## src/rtl/vec_issue_seq_if.sv

```systemverilog
// Bus between the vector issue sequencer and its neighbours:
// decoded-instruction handshake, vsetvli configuration, and execute beat handshake.
// The slave modport is the sequencer's view; master is the decoder/execute side.
interface vec_issue_seq_if #(
   parameter int VLEN   = 512,
   parameter int LANE_W = 128,
   parameter int BEAT_W = $clog2(8*VLEN/LANE_W)+1,
   parameter int EL_W   = $clog2(LANE_W/8)+1
);
   // decoded instruction handshake
   logic              inst_valid;
   logic              inst_ready;
   logic              is_vec;
   logic              is_cfg;
   // vsetvli operands and results
   logic [31:0]       cfg_avl;
   logic              cfg_avl_max;
   logic [31:0]       cfg_vtype;
   logic [31:0]       vl_o;
   logic [31:0]       vtype_o;
   logic [31:0]       cfg_rd_data;
   logic              cfg_rd_we;
   // execute beat handshake
   logic              exe_valid;
   logic              exe_ready;
   logic [BEAT_W-1:0] exe_beat;
   logic [EL_W-1:0]   exe_elems;
   logic              exe_last;
   logic [2:0]        exe_sew;
   // status
   logic              done;
   logic              illegal;
   logic              stall;

   modport slave (
      input  inst_valid, is_vec, is_cfg, cfg_avl, cfg_avl_max, cfg_vtype, exe_ready,
      output inst_ready, vl_o, vtype_o, cfg_rd_data, cfg_rd_we,
      output exe_valid, exe_beat, exe_elems, exe_last, exe_sew,
      output done, illegal, stall
   );

   modport master (
      output inst_valid, is_vec, is_cfg, cfg_avl, cfg_avl_max, cfg_vtype, exe_ready,
      input  inst_ready, vl_o, vtype_o, cfg_rd_data, cfg_rd_we,
      input  exe_valid, exe_beat, exe_elems, exe_last, exe_sew,
      input  done, illegal, stall
   );
endinterface

```

## src/rtl/vec_issue_seq.sv

```systemverilog
// Vector issue sequencer: holds vl/vtype, executes vsetvli, and splits each
// vector arithmetic instruction into LANE_W-bit beats for the execute unit.
// The scalar front end is stalled whenever the sequencer is not idle.
module vec_issue_seq #(
   parameter int VLEN   = 512,
   parameter int LANE_W = 128,
   parameter int BEAT_W = $clog2(8*VLEN/LANE_W)+1
) (
   input logic            clk,
   input logic            reset,   // asynchronous, active low
   vec_issue_seq_if.slave bus
);
   localparam int          EL_W    = $clog2(LANE_W/8)+1;
   localparam int          LANE_SH = $clog2(LANE_W);
   localparam logic [31:0] VILL    = 32'h8000_0000;

   typedef enum logic [2:0] {
      S_IDLE,
      S_CFG,
      S_ISSUE,
      S_DONE,
      S_ERR
   } state_t;

   state_t            state_q, state_d;
   logic [31:0]       vl_q, vl_d;
   logic [31:0]       vtype_q, vtype_d;
   // configuration computed at vsetvli acceptance, committed in CFG
   logic [31:0]       new_vl_q, new_vl_d;
   logic [31:0]       new_vtype_q, new_vtype_d;
   // beat bookkeeping for the instruction in flight
   logic [BEAT_W-1:0] beat_q, beat_d;
   logic [BEAT_W-1:0] nbeats_q, nbeats_d;
   logic [EL_W-1:0]   epb_q, epb_d;
   logic [EL_W-1:0]   last_elems_q, last_elems_d;

   logic              accept;
   logic              is_last;

   // requested-configuration decode
   logic [2:0]        req_sew;
   logic [2:0]        req_lmul;
   logic              req_legal;
   logic [31:0]       req_vlmax;
   logic [31:0]       req_vl;

   // beat arithmetic for the current configuration
   logic [2:0]        cur_sew;
   logic [31:0]       total_bits;
   logic [31:0]       nbeats_full;
   logic [31:0]       epb_full;

   // Decode the vtype/AVL of an incoming vsetvli into the vl it would produce.
   always_comb begin
      req_sew   = bus.cfg_vtype[5:3];
      req_lmul  = bus.cfg_vtype[2:0];
      req_legal = (bus.cfg_vtype[31:8] == 24'd0) && (req_sew <= 3'd2) && (req_lmul <= 3'd3);
      // VLMAX = (VLEN/SEW)*LMUL with SEW = 8 << vsew and LMUL = 1 << vlmul
      req_vlmax = (32'(VLEN) >> ({1'b0, req_sew} + 4'd3)) << req_lmul;
      if (!req_legal) begin
         req_vl = 32'd0;
      end else if (bus.cfg_avl_max) begin
         req_vl = req_vlmax;
      end else if (bus.cfg_avl < req_vlmax) begin
         req_vl = bus.cfg_avl;
      end else begin
         req_vl = req_vlmax;
      end
   end

   // Beat count, elements per beat and the tail size for the current vl/vtype.
   always_comb begin
      cur_sew     = vtype_q[5:3];
      total_bits  = vl_q << ({1'b0, cur_sew} + 4'd3);
      nbeats_full = (total_bits + 32'(LANE_W - 1)) >> LANE_SH;
      epb_full    = 32'(LANE_W) >> ({1'b0, cur_sew} + 4'd3);
      is_last     = (beat_q == nbeats_q - BEAT_W'(1));
   end

   // Next-state logic and all handshake/status outputs.
   always_comb begin
      state_d      = state_q;
      vl_d         = vl_q;
      vtype_d      = vtype_q;
      new_vl_d     = new_vl_q;
      new_vtype_d  = new_vtype_q;
      beat_d       = beat_q;
      nbeats_d     = nbeats_q;
      epb_d        = epb_q;
      last_elems_d = last_elems_q;

      accept          = 1'b0;
      bus.inst_ready  = 1'b0;
      bus.stall       = 1'b1;
      bus.cfg_rd_we   = 1'b0;
      bus.cfg_rd_data = new_vl_q;
      bus.exe_valid   = 1'b0;
      bus.done        = 1'b0;
      bus.illegal     = 1'b0;

      case (state_q)
         S_IDLE: begin
            bus.inst_ready = 1'b1;
            bus.stall      = 1'b0;
            accept         = bus.inst_valid && bus.is_vec;
            if (accept) begin
               if (bus.is_cfg) begin
                  new_vl_d    = req_vl;
                  new_vtype_d = req_legal ? bus.cfg_vtype : VILL;
                  state_d     = S_CFG;
               end else if (vtype_q[31]) begin
                  state_d = S_ERR;
               end else if (vl_q == 32'd0) begin
                  state_d = S_DONE;
               end else begin
                  // snapshot the beat plan so it stays fixed for the whole instruction
                  beat_d       = '0;
                  nbeats_d     = BEAT_W'(nbeats_full);
                  epb_d        = EL_W'(epb_full);
                  last_elems_d = EL_W'(vl_q - (nbeats_full - 32'd1) * epb_full);
                  state_d      = S_ISSUE;
               end
            end
         end
         S_CFG: begin
            bus.cfg_rd_we = 1'b1;
            vl_d          = new_vl_q;
            vtype_d       = new_vtype_q;
            state_d       = S_DONE;
         end
         S_ISSUE: begin
            bus.exe_valid = 1'b1;
            if (bus.exe_ready) begin
               if (is_last) begin
                  state_d = S_DONE;
               end else begin
                  beat_d = beat_q + BEAT_W'(1);
               end
            end
         end
         S_DONE: begin
            bus.done = 1'b1;
            state_d  = S_IDLE;
         end
         S_ERR: begin
            bus.illegal = 1'b1;
            bus.done    = 1'b1;
            state_d     = S_IDLE;
         end
         default: begin
            state_d = S_IDLE;
         end
      endcase
   end

   // Beat payload is held straight from registers so it is stable under backpressure.
   always_comb begin
      bus.vl_o      = vl_q;
      bus.vtype_o   = vtype_q;
      bus.exe_beat  = beat_q;
      bus.exe_last  = is_last;
      bus.exe_elems = is_last ? last_elems_q : epb_q;
      bus.exe_sew   = vtype_q[5:3];
   end

   // State and configuration registers; reset aborts any instruction in flight.
   always_ff @(posedge clk or negedge reset) begin
      if (!reset) begin
         state_q      <= S_IDLE;
         vl_q         <= 32'd0;
         vtype_q      <= VILL;
         new_vl_q     <= 32'd0;
         new_vtype_q  <= VILL;
         beat_q       <= '0;
         nbeats_q     <= '0;
         epb_q        <= '0;
         last_elems_q <= '0;
      end else begin
         state_q      <= state_d;
         vl_q         <= vl_d;
         vtype_q      <= vtype_d;
         new_vl_q     <= new_vl_d;
         new_vtype_q  <= new_vtype_d;
         beat_q       <= beat_d;
         nbeats_q     <= nbeats_d;
         epb_q        <= epb_d;
         last_elems_q <= last_elems_d;
      end
   end

endmodule

```

## src/flat_wrapper.sv

```systemverilog
// flat-port wrapper written by rule: the top's interface ports become plain ports
module vec_issue_seq_flat 
#(
   parameter int VLEN   = 512,
   parameter int LANE_W = 128,
   parameter int BEAT_W = $clog2(8*VLEN/LANE_W)+1
)
  (clk, reset, bus_inst_valid, bus_is_vec, bus_is_cfg, bus_cfg_avl, bus_cfg_avl_max, bus_cfg_vtype, bus_exe_ready, bus_inst_ready, bus_vl_o, bus_vtype_o, bus_cfg_rd_data, bus_cfg_rd_we, bus_exe_valid, bus_exe_beat, bus_exe_elems, bus_exe_last, bus_exe_sew, bus_done, bus_illegal, bus_stall);
  vec_issue_seq_if #(.VLEN(VLEN), .LANE_W(LANE_W), .BEAT_W(BEAT_W)) bus_i ();
  input logic clk;
  input logic reset;
  input wire logic [$bits(bus_i.inst_valid)-1:0] bus_inst_valid;
  input wire logic [$bits(bus_i.is_vec)-1:0] bus_is_vec;
  input wire logic [$bits(bus_i.is_cfg)-1:0] bus_is_cfg;
  input wire logic [$bits(bus_i.cfg_avl)-1:0] bus_cfg_avl;
  input wire logic [$bits(bus_i.cfg_avl_max)-1:0] bus_cfg_avl_max;
  input wire logic [$bits(bus_i.cfg_vtype)-1:0] bus_cfg_vtype;
  input wire logic [$bits(bus_i.exe_ready)-1:0] bus_exe_ready;
  output wire logic [$bits(bus_i.inst_ready)-1:0] bus_inst_ready;
  output wire logic [$bits(bus_i.vl_o)-1:0] bus_vl_o;
  output wire logic [$bits(bus_i.vtype_o)-1:0] bus_vtype_o;
  output wire logic [$bits(bus_i.cfg_rd_data)-1:0] bus_cfg_rd_data;
  output wire logic [$bits(bus_i.cfg_rd_we)-1:0] bus_cfg_rd_we;
  output wire logic [$bits(bus_i.exe_valid)-1:0] bus_exe_valid;
  output wire logic [$bits(bus_i.exe_beat)-1:0] bus_exe_beat;
  output wire logic [$bits(bus_i.exe_elems)-1:0] bus_exe_elems;
  output wire logic [$bits(bus_i.exe_last)-1:0] bus_exe_last;
  output wire logic [$bits(bus_i.exe_sew)-1:0] bus_exe_sew;
  output wire logic [$bits(bus_i.done)-1:0] bus_done;
  output wire logic [$bits(bus_i.illegal)-1:0] bus_illegal;
  output wire logic [$bits(bus_i.stall)-1:0] bus_stall;
  assign bus_i.inst_valid = bus_inst_valid;
  assign bus_i.is_vec = bus_is_vec;
  assign bus_i.is_cfg = bus_is_cfg;
  assign bus_i.cfg_avl = bus_cfg_avl;
  assign bus_i.cfg_avl_max = bus_cfg_avl_max;
  assign bus_i.cfg_vtype = bus_cfg_vtype;
  assign bus_i.exe_ready = bus_exe_ready;
  assign bus_inst_ready = bus_i.inst_ready;
  assign bus_vl_o = bus_i.vl_o;
  assign bus_vtype_o = bus_i.vtype_o;
  assign bus_cfg_rd_data = bus_i.cfg_rd_data;
  assign bus_cfg_rd_we = bus_i.cfg_rd_we;
  assign bus_exe_valid = bus_i.exe_valid;
  assign bus_exe_beat = bus_i.exe_beat;
  assign bus_exe_elems = bus_i.exe_elems;
  assign bus_exe_last = bus_i.exe_last;
  assign bus_exe_sew = bus_i.exe_sew;
  assign bus_done = bus_i.done;
  assign bus_illegal = bus_i.illegal;
  assign bus_stall = bus_i.stall;
  vec_issue_seq #(.VLEN(VLEN), .LANE_W(LANE_W), .BEAT_W(BEAT_W)) u_core (.clk(clk), .reset(reset), .bus(bus_i));
endmodule
```

## config.mk

```make
export PLATFORM = sky130hd
export DESIGN_NAME = vec_issue_seq_flat
export DESIGN_NICKNAME = d
export VERILOG_FILES = /design/src/rtl/vec_issue_seq_if.sv /design/src/rtl/vec_issue_seq.sv /design/src/flat_wrapper.sv
export SDC_FILE = /design/constraint.sdc
export NUM_CORES = 1
export LEC_CHECK = 0
export ABC_CLOCK_PERIOD_IN_PS = 16600
export CELL_PAD_IN_SITES_DETAIL_PLACEMENT = 1
export CELL_PAD_IN_SITES_GLOBAL_PLACEMENT = 1
export CORE_MARGIN = 2
export CORE_UTILIZATION = 30
export CTS_BUF_LIST = sky130_fd_sc_hd__clkbuf_4 sky130_fd_sc_hd__clkbuf_8
export DETAILED_ROUTE_END_ITERATION = 12
export PLACE_DENSITY = 0.67
export SLEW_MARGIN = 20
export SYNTH_ARGS = -nofsm -noshare
export SYNTH_HDL_FRONTEND = slang
export SYNTH_SLANG_ARGS = --single-unit
```

## constraint.sdc

```tcl
create_clock -name clk -period 16.6 [get_ports clk]
set_input_delay 3.32 -clock clk [delete_from_list [all_inputs] [get_ports clk]]
set_output_delay 3.32 -clock clk [all_outputs]
set_load 0.02 [all_outputs]
```

==> results by group <==
Status
  – Outcome: finished clean

Global route
  – Pin count of the biggest net entering global routing: 86
  – Initial antenna violation count: 0
  – First-pass GRT wire length: 35.7 mm
  – Total global routing track utilization: 16.1%
  – Vias in the first global route: 6226
  – GR Overflow Total: 0

Placed design
  – DP Worst Slack: 8.90 ns
  – Detailed Place HPWL: 16.3 mm
  – RD Place Congestion: 0.814
  – Placed cell area: 0.0101 mm^2
  – Port bufs: 187

Logic synthesis
  – Cell accounting for the most synthesized area: dfrtp_1
  – Synthesized netlist net count: 811
  – Top post-synthesis cells by area: dfrtp_1, mux2_2, ha_1, and2_1, xnor2_1
  – Top cell type's share of synthesized area: 47.5%
  – Count leader, synth: dfrtp_1
  – Most frequent cells after synthesis: dfrtp_1, mux2_2, nand2_1, and2_1, ha_1
  – Dominant synthesized flop cell: dfrtp_1
  – EDFF count, synth: 0
  – Synth Instances: 707
  – Post-Syn Area: 0.00795 mm^2
  – Count of different cell masters after synthesis: 67
  – Register area share after synthesis: 48.2%
  – Async SR Flop Fraction: 100%
  – Number of synthesis warnings: 0
  – Synth Register Bits: 153
  – Syn Area/Cell: 11.2 um^2

Worst setup path
  – Critical Path Source Type: primary input
  – CP endpoint kind: flip-flop
  – Cell Chain, Critical Path: clkdlybuf4s50_1 -> nand2b_1 -> o21ai_0 -> nand3b_1 -> a21oi_1 -> a41oi_1 -> ha_1 -> a21o_1 -> a21o_1 -> a21oi_1 -> nand3b_1 -> o31ai_2 -> and2_1 -> a22o_1
  – Required time worst endpoint: 16.98 ns
  – Critical Path Slowest Stage Cell: o31ai_2
  – Crit path DAT: 7.31 ns
  – CP max stage delay: 0.64 ns
  – Crit-path max FO: 13
  – Crit path kind: primary input to flip-flop

Cells and area
  – Layout cells sized above 1: 14.8%
  – N_diodes: 0
  – Final Instance Area: 0.0106 mm^2
  – Final net count: 984
  – Layout area overhead: 32.7%
  – Final Util: 40.5%

Detailed routing
  – Vias per cell: 4.96
  – Drt drc: 0
  – Initial DRT Pass Iterations: 4
  – Routed wire length: 22.0 mm
  – Via count: 6087
  – Post-route ant nets: 0
  – Routed len/inst: 18.0 um
  – DR iter-0 viols: 269

Pwr
  – Pwr Total: 0.841 mW
  – VDD IR max: 69.3 uV
  – P per Cell Area: 79.7 mW/mm^2
  – Static Leak: 4.62 nW

Floorplan
  – Height of the die: 167 um
  – Number of cell rows: 59
  – Initial core utilization: 30.5%
  – Die area: 0.0278 mm^2
  – Top Ports: 188
  – Core Footprint: 0.0261 mm^2
  – Die X-Extent: 167 um

Clock tree
  – Clock Latency Late Sink: 0.46 ns
  – # resized after CTS: 0
  – Clock Tree Root: clkbuf_8
  – CTS tree: done
  – Worst-path clk slew: 0.09 ns
  – Clk sinks: 153
  – Post-CTS Hold Fix Bufs: 0
  – H-tree levels: 4
  – Setup repair bufs after CTS: 0
  – CTS Buf Count: 17
  – Worst-case clock buffer depth: 2

Timing
  – Fmax: 144 MHz
  – Final worst slack: 9.67 ns
  – Final number of hold-violating endpoints: 0
  – Setup total negative slack: 0 ns
  – Fin Clk Skew: 0.0221 ns
  – Final setup fails: 0
  – Least-Margin Pin Slew: 0.907 ns
  – RSZ-0062 raised after global routing: false
  – Max-slew violations: 0
  – Final period util: 41.7%
  – Final Critical Period: 6.93 ns
  – Rel. slew slack: 39.5%

Job
  – Max-cap check violation count: 0

Worst hold path
  – Min-delay worst type: flip-flop to flip-flop
-- metrics by stage --
step | hold slack [ns] | instances
detailed placement | 0.466 | 1196
global route | 0.508 | 1228
floorplan | 0.439 | 707
CTS | 0.490 | 1228
global placement | 0.450 | 1196
finish | 0.482 | 1228
-- final timing paths --
| check | startpoint | cells after the start | endpoint | slack (ns) |
|---|---|---|---|---|
| max reg2reg | u_core.bus.vtype_o[3] | 21 | u_core.last_elems_q[4] | 10.06 |
| min in group asynchronous | reset | 1 | u_core.bus.vtype_o[23] | 2.88 |
| max | bus_cfg_vtype[3] | 14 | u_core.bus.cfg_rd_data[10] | 9.67 |
| min reg2reg | u_core.last_elems_q[2] | 2 | u_core.last_elems_q[2] | 0.48 |
| min | u_core.last_elems_q[2] | 2 | u_core.last_elems_q[2] | 0.48 |
| max in group asynchronous | reset | 2 | u_core.bus.vtype_o[14] | 12.28 |
-- cell usage in the layout, fill, tap and decap left out, drive strengths merged, types with 21 or more instances in the layout --
master and n:
dfrtp 151, ha 30, xnor2 24, nor2 22
inv 32, clkdlybuf4s50 186, nor4 21, and2 49
mux2 68, nand2 53, o21ai 30
-- layer usage --
layer	wire length [um]	up-vias	global-route usage, %
met5	0	-	0
met4	228	0	4.01
met3	1280	15	4.42
met2	10500	149	26.1
met1	10000	3045	21.5
li1	-	2878	-
-- report_power, final --
group	internal (mW)	switching, mW
sequential	0.381	0.0168
combinational	0.0694	0.0805
clock	0.117	0.177
total	0.567	0.274
-- flip-flops by register name (all words and copies together) (netlist names) --
name	count
u_core.bus.cfg_rd_data	32
u_core.bus.exe_beat	6
u_core.bus.vl_o	32
u_core.new_vtype_q	32
u_core.epb_q	5
u_core.bus.vtype_o	32
u_core.last_elems_q	5
u_core.nbeats_q	6
u_core.state_q	3
-- area by class of cell --
class | count | area (um^2)
repair buffers | 192 | 1910
clock inverters | 15 | 193
flip-flops and latches | 153 | 3830
well taps | 335 | 419
multi-input cells | 491 | 3870
clock buffers | 17 | 234
fillers | 2855 | 15500
inverters | 25 | 93.8
-- logic make-up after synthesis --
group	count (synthesis)	synth area share, %
flops	153	48.2
fa+ha+maj	33	5.48
compound gates	111	9.83
mux	87	13.7
xor+xnor	31	3.51
simple gates	229	16.0
buf+inv	63	3.32
-- worst max-delay path, delay by kind of cell --
| family | cells | cell delay (ns) |
|---|---|---|
| buffers and inverters | 1 | 0.58 |
| AND/OR/NAND/NOR | 4 | 0.91 |
| adder cells (fa/ha/maj) | 1 | 0.34 |
| AO/OA/AOI/OAI | 8 | 2.15 |
(Power assumes the default switching activity.)
